`src/rtl/output_writeback_ctrl.sv`:
```
// Output-buffer to DRAM write-back controller: fetches entries, serialises them into DRAM beats.
// Optional macro WB_RELU_EN clamps negative lanes to zero at capture.
module output_writeback_ctrl #(
  parameter int unsigned DRAM_ADDR_WIDTH    = 18,
  parameter int unsigned OUTPUT_ADDR_WIDTH  = 16,
  parameter int unsigned DATA_IN_DRAM_WIDTH = 32,
  parameter int unsigned N_COLS_ARRAY       = 16,
  parameter int unsigned O_WIDTH            = 8
) (
  input  logic                              clk_i,
  input  logic                              general_rst_i,
  input  logic                              start_i,
  input  logic [DRAM_ADDR_WIDTH-1:0]        output_start_addr_dram_i,
  input  logic [OUTPUT_ADDR_WIDTH:0]        output_count_i,
  output logic [OUTPUT_ADDR_WIDTH-1:0]      obuf_rd_address_o,
  input  logic [O_WIDTH*N_COLS_ARRAY-1:0]   obuf_rd_data_i,
  output logic                              dram_wr_en_o,
  input  logic                              dram_wr_ready_i,
  output logic [DRAM_ADDR_WIDTH-1:0]        dram_wr_address_o,
  output logic [DATA_IN_DRAM_WIDTH-1:0]     dram_wr_data_o,
  output logic                              done_o,
  output logic [2:0]                        wb_state_o
);

  localparam int unsigned ENTRY_W = O_WIDTH * N_COLS_ARRAY;
  localparam int unsigned BEATS   = (ENTRY_W + DATA_IN_DRAM_WIDTH - 1) / DATA_IN_DRAM_WIDTH;
  localparam int unsigned PAD_W   = BEATS * DATA_IN_DRAM_WIDTH;
  localparam int unsigned BEAT_W  = (BEATS > 1) ? $clog2(BEATS) : 1;
  localparam int unsigned CNT_W   = OUTPUT_ADDR_WIDTH + 1;

  typedef enum logic [2:0] {
    IDLE  = 3'b000,
    FETCH = 3'b001,
    LATCH = 3'b010,
    WRITE = 3'b011,
    DONE  = 3'b100
  } wb_state_t;

  wb_state_t          state_q;
  logic [CNT_W-1:0]   count_q;
  logic [CNT_W-1:0]   entry_idx_q;
  logic [CNT_W-1:0]   entry_idx_nxt;
  logic [BEAT_W-1:0]  beat_q;
  logic [BEAT_W-1:0]  beat_nxt;
  logic               last_beat;
  logic               last_entry;
  logic [PAD_W-1:0]   entry_q;
  logic [PAD_W-1:0]   captured;

  // Lane-wise clamp applied to the entry as it is captured.
  function automatic logic [ENTRY_W-1:0] lane_filter(input logic [ENTRY_W-1:0] v);
    logic [ENTRY_W-1:0] r;
    r = v;
`ifdef WB_RELU_EN
    for (int i = 0; i < int'(N_COLS_ARRAY); i++) begin
      if (v[i*O_WIDTH + O_WIDTH - 1]) r[i*O_WIDTH +: O_WIDTH] = '0;
    end
`endif
    return r;
  endfunction

  assign captured      = PAD_W'(lane_filter(obuf_rd_data_i));
  assign beat_nxt      = beat_q + BEAT_W'(1);
  assign entry_idx_nxt = entry_idx_q + CNT_W'(1);
  assign last_beat     = (beat_q == BEAT_W'(BEATS - 1));
  assign last_entry    = (entry_idx_nxt == count_q);
  assign wb_state_o    = state_q;

  // Single-process FSM; every output is a register updated alongside the state.
  always_ff @(posedge clk_i or posedge general_rst_i) begin
    if (general_rst_i) begin
      state_q           <= IDLE;
      count_q           <= '0;
      entry_idx_q       <= '0;
      beat_q            <= '0;
      entry_q           <= '0;
      obuf_rd_address_o <= '0;
      dram_wr_en_o      <= 1'b0;
      dram_wr_address_o <= '0;
      dram_wr_data_o    <= '0;
      done_o            <= 1'b0;
    end else begin
      case (state_q)
        IDLE: begin
          if (start_i) begin
            count_q           <= output_count_i;
            dram_wr_address_o <= output_start_addr_dram_i;
            entry_idx_q       <= '0;
            beat_q            <= '0;
            if (output_count_i == '0) begin
              state_q <= DONE;
              done_o  <= 1'b1;
            end else begin
              state_q           <= FETCH;
              obuf_rd_address_o <= '0;
            end
          end
        end
        FETCH: begin
          state_q <= LATCH;
        end
        LATCH: begin
          entry_q        <= captured;
          dram_wr_data_o <= captured[DATA_IN_DRAM_WIDTH-1:0];
          beat_q         <= '0;
          dram_wr_en_o   <= 1'b1;
          state_q        <= WRITE;
        end
        WRITE: begin
          // Address and data only move on an accepted beat, so a stall holds them.
          if (dram_wr_ready_i) begin
            dram_wr_address_o <= dram_wr_address_o + DRAM_ADDR_WIDTH'(1);
            if (last_beat) begin
              dram_wr_en_o <= 1'b0;
              if (last_entry) begin
                state_q <= DONE;
                done_o  <= 1'b1;
              end else begin
                entry_idx_q       <= entry_idx_nxt;
                obuf_rd_address_o <= entry_idx_nxt[OUTPUT_ADDR_WIDTH-1:0];
                state_q           <= FETCH;
              end
            end else begin
              beat_q         <= beat_nxt;
              dram_wr_data_o <= entry_q[int'(beat_nxt)*DATA_IN_DRAM_WIDTH +: DATA_IN_DRAM_WIDTH];
            end
          end
        end
        DONE: begin
          if (!start_i) begin
            state_q <= IDLE;
            done_o  <= 1'b0;
          end
        end
        default: begin
          state_q      <= IDLE;
          dram_wr_en_o <= 1'b0;
          done_o       <= 1'b0;
        end
      endcase
    end
  end

endmodule

```
`config.mk`:
```
export PLATFORM = sky130hd
export DESIGN_NAME = output_writeback_ctrl
export DESIGN_NICKNAME = d
export VERILOG_FILES = /design/src/rtl/output_writeback_ctrl.sv
export SDC_FILE = /design/constraint.sdc
export NUM_CORES = 1
export LEC_CHECK = 0
export ABC_AREA = 1
export BUFFER_PORTS_ARGS = -buffer_cell sky130_fd_sc_hd__buf_2
export CORE_MARGIN = 2
export CORE_UTILIZATION = 35
export DETAILED_ROUTE_END_ITERATION = 16
export GPL_ROUTABILITY_DRIVEN = 0
export PLACE_DENSITY = 0.61
export SLEW_MARGIN = 10
export SYNTH_ARGS = -nofsm -noshare
export SYNTH_HDL_FRONTEND = slang
export SYNTH_SLANG_ARGS = --single-unit
```
`constraint.sdc`:
```
create_clock -name clk_i -period 15.5 [get_ports clk_i]
set_input_delay 0.775 -clock clk_i [delete_from_list [all_inputs] [get_ports clk_i]]
set_output_delay 0.775 -clock clk_i [all_outputs]
set_load 0.1 [all_outputs]
```
; ---- Word-level counts from Yosys, hierarchy flattened
; Index checks and enable logic that the tools add are counted.
[word_totals]
regBits = 235
in_bits = 167
output_inout_bits = 71
elab_cells = 85
[op_classes]
add_sub_neg = 3
eq_ne = 15
shifts = 1
muxes = 38
n_bitwise = 2
reduce_logical = 16
[op_table]
columns = operator, n
row1 = 128-bit by 8-bit indexed part select with 32-bit output, 1
row2 = 16-bit two-way mux, 5
row3 = 17-bit two-way mux, 4
row4 = 32-bit two-way mux, 2
row5 = 32-bit one-hot mux with 2 select lines, 1
row6 = 18-bit two-way mux, 2
row7 = 18-bit one-hot mux with 2 select lines, 1
row8 = 17-bit one-hot mux with 2 select lines, 1
row9 = 16-bit one-hot mux with 2 select lines, 1
row10 = "18-bit by 1-bit adder with 18-bit output, second input constant", 1
row11 = 3-bit two-way mux, 6
row12 = "2-bit != test, second input constant", 9
row13 = "17-bit by 1-bit adder with 17-bit output, second input constant", 1
row14 = 17-bit == test, 1
row15 = 17-bit logical NOT, 1
row16 = 3-bit one-hot mux with 5 select lines, 1
row17 = 3-bit AND reduction, 3
row18 = 1-bit two-way mux, 8
row19 = 4-bit AND reduction, 2
row20 = 7-bit AND reduction, 1
row21 = "3-bit by 2-bit == test with 1-bit output, second input constant", 2
row22 = 2-bit two-way mux, 3
row23 = 2-bit one-hot mux with 3 select lines, 1
row24 = 6-bit AND reduction, 1
row25 = 14 further kinds, 16

; ---- Longest topological paths before layout
; Gate-level depths: netlist (run 1).
[logic_depth]
depth_word = 6
mapped_depth = 16
mapped_depth_nobuf = 16

; ---- Worst setup path after synthesis (run 1)
; OpenSTA, ideal clock, no wires.
[synth_timing]
path_type = register to register
from = reg dram_wr_address_o[0]
to = reg dram_wr_address_o[14]
setup_ns = 0.123
arrival_ns = 2.724
required_time_ns = 15.377
path_slack_ns = 12.653
path_stages_with_launch = 14
n_path_buf = 0
period_less_slack_ns = 2.847
path_cell_list = dfrtp_1 -> ha_1 -> nand3_1 -> nor2_1 -> nand2_1 -> nor2_1 -> nand2_1 -> nor2_1 -> nand3_1 -> nor2_1 -> nand2_1 -> xnor2_1 -> o21ai_0 -> nand2_1
[synth_via]
elab_chain_len = 3
[synth_lines]
columns = item, line_no
row1 = start: declaration, 19  ; output logic [DRAM_ADDR_WIDTH-1:0] dram_wr_address_o,
row2 = start signal: assignment, 87  ; dram_wr_address_o <= output_start_addr_dram_i;
row3 = start signal: assignment, 112  ; dram_wr_address_o <= dram_wr_address_o + DRAM_ADDR_WIDTH'(1);
row4 = 18-bit by 1-bit adder with 18-bit output, 112
row5 = 18-bit two-way mux, 111  ; if (dram_wr_ready_i) begin
row6 = 18-bit one-hot mux with 2 select lines, 83  ; case (state_q)
; No other way between the ends. The select of a mux whose other input is x is not followed.
; A chain may end at the register's enable or synchronous reset.

; ---- Worst setup path in the final report (run 1)
[layout_timing]
from = reg state_q[1], in the netlist wb_state_o[1]
to = reg dram_wr_address_o[4]
[layout_via]
elab_chain_len = 3
elab_cells_between_ends = 7
cone_classes = eq/ne (3) / mux (1) / reduce/logical (3)
[layout_lines]
columns = item, line_no
row1 = start: declaration, 39  ; wb_state_t state_q;
row2 = start signal: assignment, 72  ; state_q <= IDLE;
row3 = start signal: assignment, 91  ; state_q <= DONE;
row4 = start signal: assignment, 94  ; state_q <= FETCH;
row5 = 3-bit by 2-bit == test with 1-bit output or 3-bit logical NOT (tied branches), 83
row6 = 2-bit != test (no line) or 2-bit nonzero test (tied branches), n/a
row7 = 3-bit AND reduction (no line), n/a
; Several ways; a longest one is shown, not always the timed one.

==> results of run 1 <==
==> worst paths after layout <==
kind | from | cells past startpoint | to | slack [ps]
worst max-delay path | wb_state_o[1] | 9 | dram_wr_address_o[4] | 12260
worst min-delay path | general_rst_i | 2 | dram_wr_address_o[4] | 310
worst max register to register | wb_state_o[1] | 9 | dram_wr_address_o[4] | 12260
worst min register to register | obuf_rd_address_o[6] | 2 | obuf_rd_address_o[6] | 460
max in group asynchronous | general_rst_i | 4 | dram_wr_data_o[4] | 13020
min in group clk_i | obuf_rd_data_i[100] | 2 | entry_q[100] | 450
==> kinds of logic after synthesis <==
family | after synthesis | share of synthesized area
and+or+nand+nor | 365 | 0.1439
DFF | 235 | 0.5202
AOI/OAI and AO/OA | 201 | 0.1096
muxes | 167 | 0.1628
buffers and inverters | 152 | 0.05324
xor gates and xnor gates | 9 | 0.006973
adders and majority gates | 3 | 0.003321
==> per-stage QoR <==
stage               setup slack, ps  std cells
floorplan                      8279       1132
global placement              12200       1721
detailed placement            12140       1721
CTS                           12230       1771
global route                  11800       1771
finish                        12260       1772
==> worst max-delay path, delay by kind of cell, from the launching register on <==
kind / cells / cell delay, ps
compound gates: 3 / 420
flops: 1 / 400
simple gates: 4 / 1910
buf+inv: 2 / 390
==> layout make-up <==
class / count / area [µm²] / share of cell area
Sequential cell: 235 / 5882 / 0.4267
Inverter: 92 / 352.8 / 0.02559
Antenna cell: 1 / 2.502 / 0.0001815
Multi-Input combinational cell: 745 / 4843 / 0.3513
Clock buffer: 45 / 823.3 / 0.05972
Clock inverter: 5 / 117.6 / 0.008532
Tap cell: 402 / 503.0 / 0.03649
Timing Repair Buffer: 247 / 1261 / 0.09149
==> registers in the layout (all words and copies together), names as in the netlist <==
register           flops
dram_wr_en_o           1
beat_q                 2
obuf_rd_address_o     16
dram_wr_data_o        32
wb_state_o             3
dram_wr_address_o     18
entry_q              128
done_o                 1
entry_idx_q           17
count_q               17
==> routing by layer <==
metal  track usage  wire [µm]  part of all wire  up-vias
li1              -          -                 -     4358
met1        0.2301      13150              0.44     4395
met2        0.2939      13960              0.47      241
met3       0.04774       2115             0.071       44
met4       0.03936        551             0.018        8
met5             0         46            0.0015        -
==> power breakdown <==
part	internal, µW	leakage (µW)	switching (µW)	total, µW
clock network	411	0.000454	257	668
registers	898	0.00282	174	1070
logic	500	0.00323	1150	1650
total	1810	0.00651	1580	3390
==> cells in the final DEF, fill, tap and decap left out, drive strengths merged, types with 5 or more instances in the layout <==
master  instances
buf           247
dfrtp         235
nand2         185
mux2          135
o21ai          96
nor2           95
inv            92
clkbuf         45
nand3          43
o211ai         36
mux2i          32
o221ai         32
nand4          25
a21oi          24
nor3            7
xor2            6
nand3b          5
o22ai           5
==> results.py, run 1 <==
metrics = {
    "route": {
        "wl_per_cell_um": 16.83,
        "routed_wl_um": 29820,
        "drc": 0,
        "antenna_left": 0,
        "drtPass1Iterations": 7,
        "vias": 9046,
        "dr.first_iter.drc_count": 501,
        "via_per_inst": 5.105,
    },
    "synth": {
        "synth-edff-count": 0,
        "syn_area_mm2": 0.01130,
        "synth_cells": 1132,
        "synthTopCellsByCount": "dfrtp_1, nand2_1, mux2_2",
        "yosysMostFrequentCell": "dfrtp_1",
        "post-synth-top-area-fraction": 0.5202,
        "ys_seq_area_frac": 0.5202,
        "ys_seq_elements": 235,
        "syn_avg_cell_area_um2": 9.986,
        "yosysWarnings": 0,
        "yosysTopAreaCell": "dfrtp_1",
        "synth_cell_type_count": 39,
        "synth_area_leaders": "dfrtp_1, mux2_2, nand2_1",
        "syn-num-nets": 1302,
        "synth_flop_cell": "dfrtp_1",
        "async_flop_share": 1.000,
    },
    "sta": {
        "clock_skew_ps": 17.50,
        "drv_slew": 0,
        "post-route-min-period_ps": 3241,
        "tightest_slew_ps": 1001,
        "fin_hold_ws_ps": 311.5,
        "relSlewSlack": 0.3312,
        "setup_tns_ps": 0,
        "finalCritPeriodShare": 0.2091,
        "hold_violations": 0,
        "setup_viol_count_final": 0,
        "rsz0062_at_grt": "false",
        "max_freq_mhz": 308.6,
    },
    "die": {
        "rows": 65,
        "initial_core_util": 0.3564,
        "dieArea_mm2": 0.03375,
        "die_h_um": 183.7,
        "die_w_um": 183.7,
        "io-pin-count": 238,
        "core_mm2": 0.03172,
    },
    "placement": {
        "io_buffers": 237,
        "place_area_mm2": 0.01284,
        "place_hpwl_um": 20000,
    },
    "clock_tree": {
        "cts_setup_buffers": 0,
        "holdBufCountCts": 0,
        "cts_root_buf": "clkbuf_16",
        "clk_pin_slew_worst_paths_ps": 60,
        "cts.sinks": 235,
        "cts_tree": "done",
        "cts_htree_levels": 1,
        "insertion_delay_ps": 550,
        "cts.path.max_buffers": 3,
        "cts_resized": 0,
        "cts_buffers": 27,
    },
    "power_and_ir_drop": {
        "p_total_uw": 3392,
        "ir_worst_vdd_v": 0.0001354,
        "p_per_area_mw_per_mm2": 246.1,
        "power.static_leakage_uw": 0.006506,
    },
    "global_routing": {
        "grt_pass1_vias": 9258,
        "antenna_found_initial": 5,
        "grt_pass1_wl_um": 47970,
        "grt_use_total": 0.1766,
        "grt_max_degree": 100,
        "overflow": 0,
    },
    "job": {
        "cap_violations": 0,
    },
    "min_path": {
        "min_path_type": "input port to async pin",
    },
    "critical_path": {
        "path_max_fanout": 29,
        "worstPathRequired_ps": 15930,
        "critical_path_class": "register to register",
        "end_kind": "register",
        "cp-start-kind": "register",
        "cp_cell_sequence": "nor2_1 -> inv_1 -> nor2_1 -> nand2_1 -> nand2_1 -> inv_1 -> a21oi_1 -> o21ai_0 -> o21a_1",
        "critical_path.slowest_cell": "nand2_1",
        "cp_data_arrival_time_ps": 3670,
        "slowest_delay_ps": 970,
    },
    "outcome": {
        "status": "finished clean",
    },
    "final_layout": {
        "stdcell_area_mm2": 0.01379,
        "final_nets": 1518,
        "final_layout_size_suffix_gt1_frac": 0.3309,
        "nFillCells": 3076,
        "synthToLayoutAreaGrowth_pct": 21.95,
        "utilization": 0.4346,
    },
}
Power figures use the tool's default switching activity.
==> inputs of run 2 (changes only) <==
- ABC_AREA: 1 -> 0
- PLACE_DENSITY: 0.61 -> 0.63
- clock period: 15.5 -> 2.7 ns (I/O delays scaled with it)
==> run 2 against run 1 <==
  * Critical path type unchanged
  * Synthesized cell count decreased by 18%
  * Highest routed layer is now met4
  * Clock power increased to 5.3 times the previous value
  * The run now ends with negative setup slack left
  * Largest cell class unchanged
  * Power increased to 5.8 times the previous value
  * Area after synthesis decreased by 0.46%
==> results.py, run 2 <==
metrics = {
    "synth": {
        "synth_top_family_by_area": "multiplexers",
        "synth-edff-count": 0,
        "synth_compound_area_frac": 0.1111,
        "yosysMostFrequentCell": "dfrtp_1",
        "synth_cell_type_count": 65,
        "ys_seq_area_frac": 0.5226,
        "synth_cells": 932,
        "syn_avg_cell_area_um2": 12.07,
        "synth-xor-area-share": 0.02635,
        "synth_flop_cell": "dfrtp_1",
        "synth_adder_area_share": 0.003336,
        "syn-num-nets": 1102,
        "synth_simple_gate_area_frac": 0.09730,
        "post-synth-top-area-fraction": 0.5226,
        "synth_area_leaders": "dfrtp_1, mux2_2, mux4_2",
        "ys_seq_elements": 235,
        "yosysWarnings": 0,
        "syn_area_mm2": 0.01125,
        "synthTopCellsByCount": "dfrtp_1, mux2_2, nand2_1",
        "async_flop_share": 1.000,
        "yosysTopAreaCell": "dfrtp_1",
        "synthMuxAreaShare": 0.2081,
    },
    "final_layout": {
        "final_cell_mix": "buf_2, dfrtp_1, dlygate4sd3_1, mux2_2, nand2_1",
        "stdcell_area_mm2": 0.01603,
        "largest_reg_flops": 128,
        "top_regs": "entry_q: 128 flops, dram_wr_data_o: 32 flops, dram_wr_address_o: 18 flops",
        "instances_no_fill": 1792,
        "ff_latch_area_mm2": 0.005892,
        "top_register": "entry_q",
        "final_common_cell": "buf_2",
        "synthToLayoutAreaGrowth_pct": 42.48,
        "multi_input_area_mm2": 0.005175,
        "final_nets": 1538,
        "final_layout_size_suffix_gt1_frac": 0.4182,
        "nFillCells": 2703,
    },
    "sta": {
        "clock_skew_ps": 8.534,
        "tightest_slew_ps": 964.8,
        "setup_viol_count_final": 6,
        "hold_violations": 0,
        "post-route-min-period_ps": 2717,
        "layout_setup_ws_ps": -17.06,
        "drv_slew": 0,
        "max_freq_mhz": 368.0,
        "relSlewSlack": 0.3568,
        "rsz0062_at_grt": "true",
        "finalCritPeriodShare": 1.006,
        "fin_hold_ws_ps": 170.7,
    },
    "clock_tree": {
        "cts_tree": "done",
        "cts_buffers": 27,
        "cts_htree_levels": 1,
        "insertion_delay_ps": 560,
        "cts.path.max_buffers": 3,
        "cts.sinks": 235,
        "clk_pin_slew_worst_paths_ps": 60,
        "cts_root_buf": "clkbuf_16",
    },
    "power_and_ir_drop": {
        "p_total_uw": 19710,
        "p_per_area_mw_per_mm2": 1229,
        "ir_worst_vdd_v": 0.0007779,
        "power.static_leakage_uw": 0.007182,
    },
    "critical_path": {
        "r2r_end": "entry_idx_q[5]",
        "worstPathRequired_ps": 3170,
        "r2r_start": "entry_idx_q[0]",
        "end_kind": "register",
        "cp-start-kind": "register",
        "path_max_fanout": 8,
        "cp-endpoint": "entry_idx_q[5]",
        "critical_path_class": "register to register",
        "cp_data_arrival_time_ps": 3190,
        "worstRegToRegCells": 12,
        "r2r_setup_slack_ps": -20,
        "crit_path_start": "entry_idx_q[0]",
    },
    "route": {
        "wl_per_cell_um": 18.66,
        "via_per_inst": 5.170,
        "routed_wl_um": 33440,
        "vias": 9264,
        "dr.first_iter.drc_count": 431,
        "drc": 0,
        "antenna_left": 0,
        "drtPass1Iterations": 7,
    },
    "die": {
        "io-pin-count": 238,
        "dieArea_mm2": 0.03360,
        "initial_core_util": 0.3557,
        "rows": 65,
        "die_w_um": 183.3,
        "die_h_um": 183.3,
        "core_mm2": 0.03164,
    },
    "global_routing": {
        "grt_max_degree": 69,
        "overflow": 0,
        "antenna_found_initial": 1,
        "grt_use_total": 0.1988,
        "grt_pass1_vias": 9800,
        "grt_pass1_wl_um": 53020,
    },
    "min_path": {
        "min_from": "start_i",
        "min_path_type": "input port to register",
    },
    "outcome": {
        "status": "finished with violations",
        "violations": "negative setup slack",
    },
    "placement": {
        "placed_cells": 1565,
        "place_area_mm2": 0.01327,
        "place_hpwl_um": 21480,
        "io_buffers": 237,
        "dpl_worst_slack_ps": -150.4,
    },
    "job": {
        "cap_violations": 0,
    },
}
run 2: what timing repair did:
item,CTS,global route
setup endpoints to repair,32,36
pin swaps,7,3
hold buffers,165,0
cloned,0,1
resized for setup,16,19
hold endpoints to repair,217,0
setup buffers,4,6
run 2: layout make-up:
cell class                 instances  share of cell area
clock buffer                      42             0.04940
sequential                       235              0.3675
timing repair buffer             474              0.2213
multi-input combinational        615              0.3228
inverter                          15            0.003746
clock inverter                     6            0.003356
antenna                            3           0.0004683
tap                              402             0.03137
run 2: per-layer routing:
layer	vias to the layer above	share of wire	track usage
met2	297	0.50	0.3435
li1	4322	-	-
met4	0	0.025	0.05408
met1	4576	0.42	0.2505
met5	-	0	0
met3	69	0.061	0.04587
run 2: metrics by stage:
stage | util | setup TNS [ps]
2_1_floorplan | - | -123760
3_3_place_gp | 0.4193 | -61.43
3_5_place_dp | 0.4193 | -868.0
4_1_cts | 0.5012 | 0
5_1_grt | 0.5066 | -3007
6_report | 0.5067 | -59.24
run 2: cells by family after synthesis:
| kind of cell | Yosys count |
|---|---|
| compound gates | 199 |
| xor+xnor | 29 |
| fa+ha+maj | 3 |
| buf+inv | 82 |
| flops | 235 |
| mux | 176 |
| simple gates | 208 |
run 2: how the worst min path moves through the flow:
stage / depth (start not counted) / slack [ps] / endpoint
final: 4 / 170 / done_o
after global routing: 4 / 180 / done_o
after CTS: 4 / 140 / done_o
after detailed placement: 2 / 270 / entry_q[0]
after global placement: 2 / 280 / entry_q[32]
after floorplan: 2 / 250 / count_q[8]
run 2: power by group:
part           leakage, µW  internal, µW  switching [µW]
sequential         0.00286          5110             988
combinational      0.00391          3830            6270
clock             0.000409          2020            1500
total              0.00718         11000            8760
run 2: critical path: stages (launching register included):
cell	delay, ps
dfrtp_1	400
ha_4	180
nand3_2	140
buf_6	180
nor2_4	140
xnor2_1	110
a2111oi_2	380
nand4_1	230
buf_4	210
o41ai_4	300
buf_4	230
nand2_1	60
o21ai_0	70
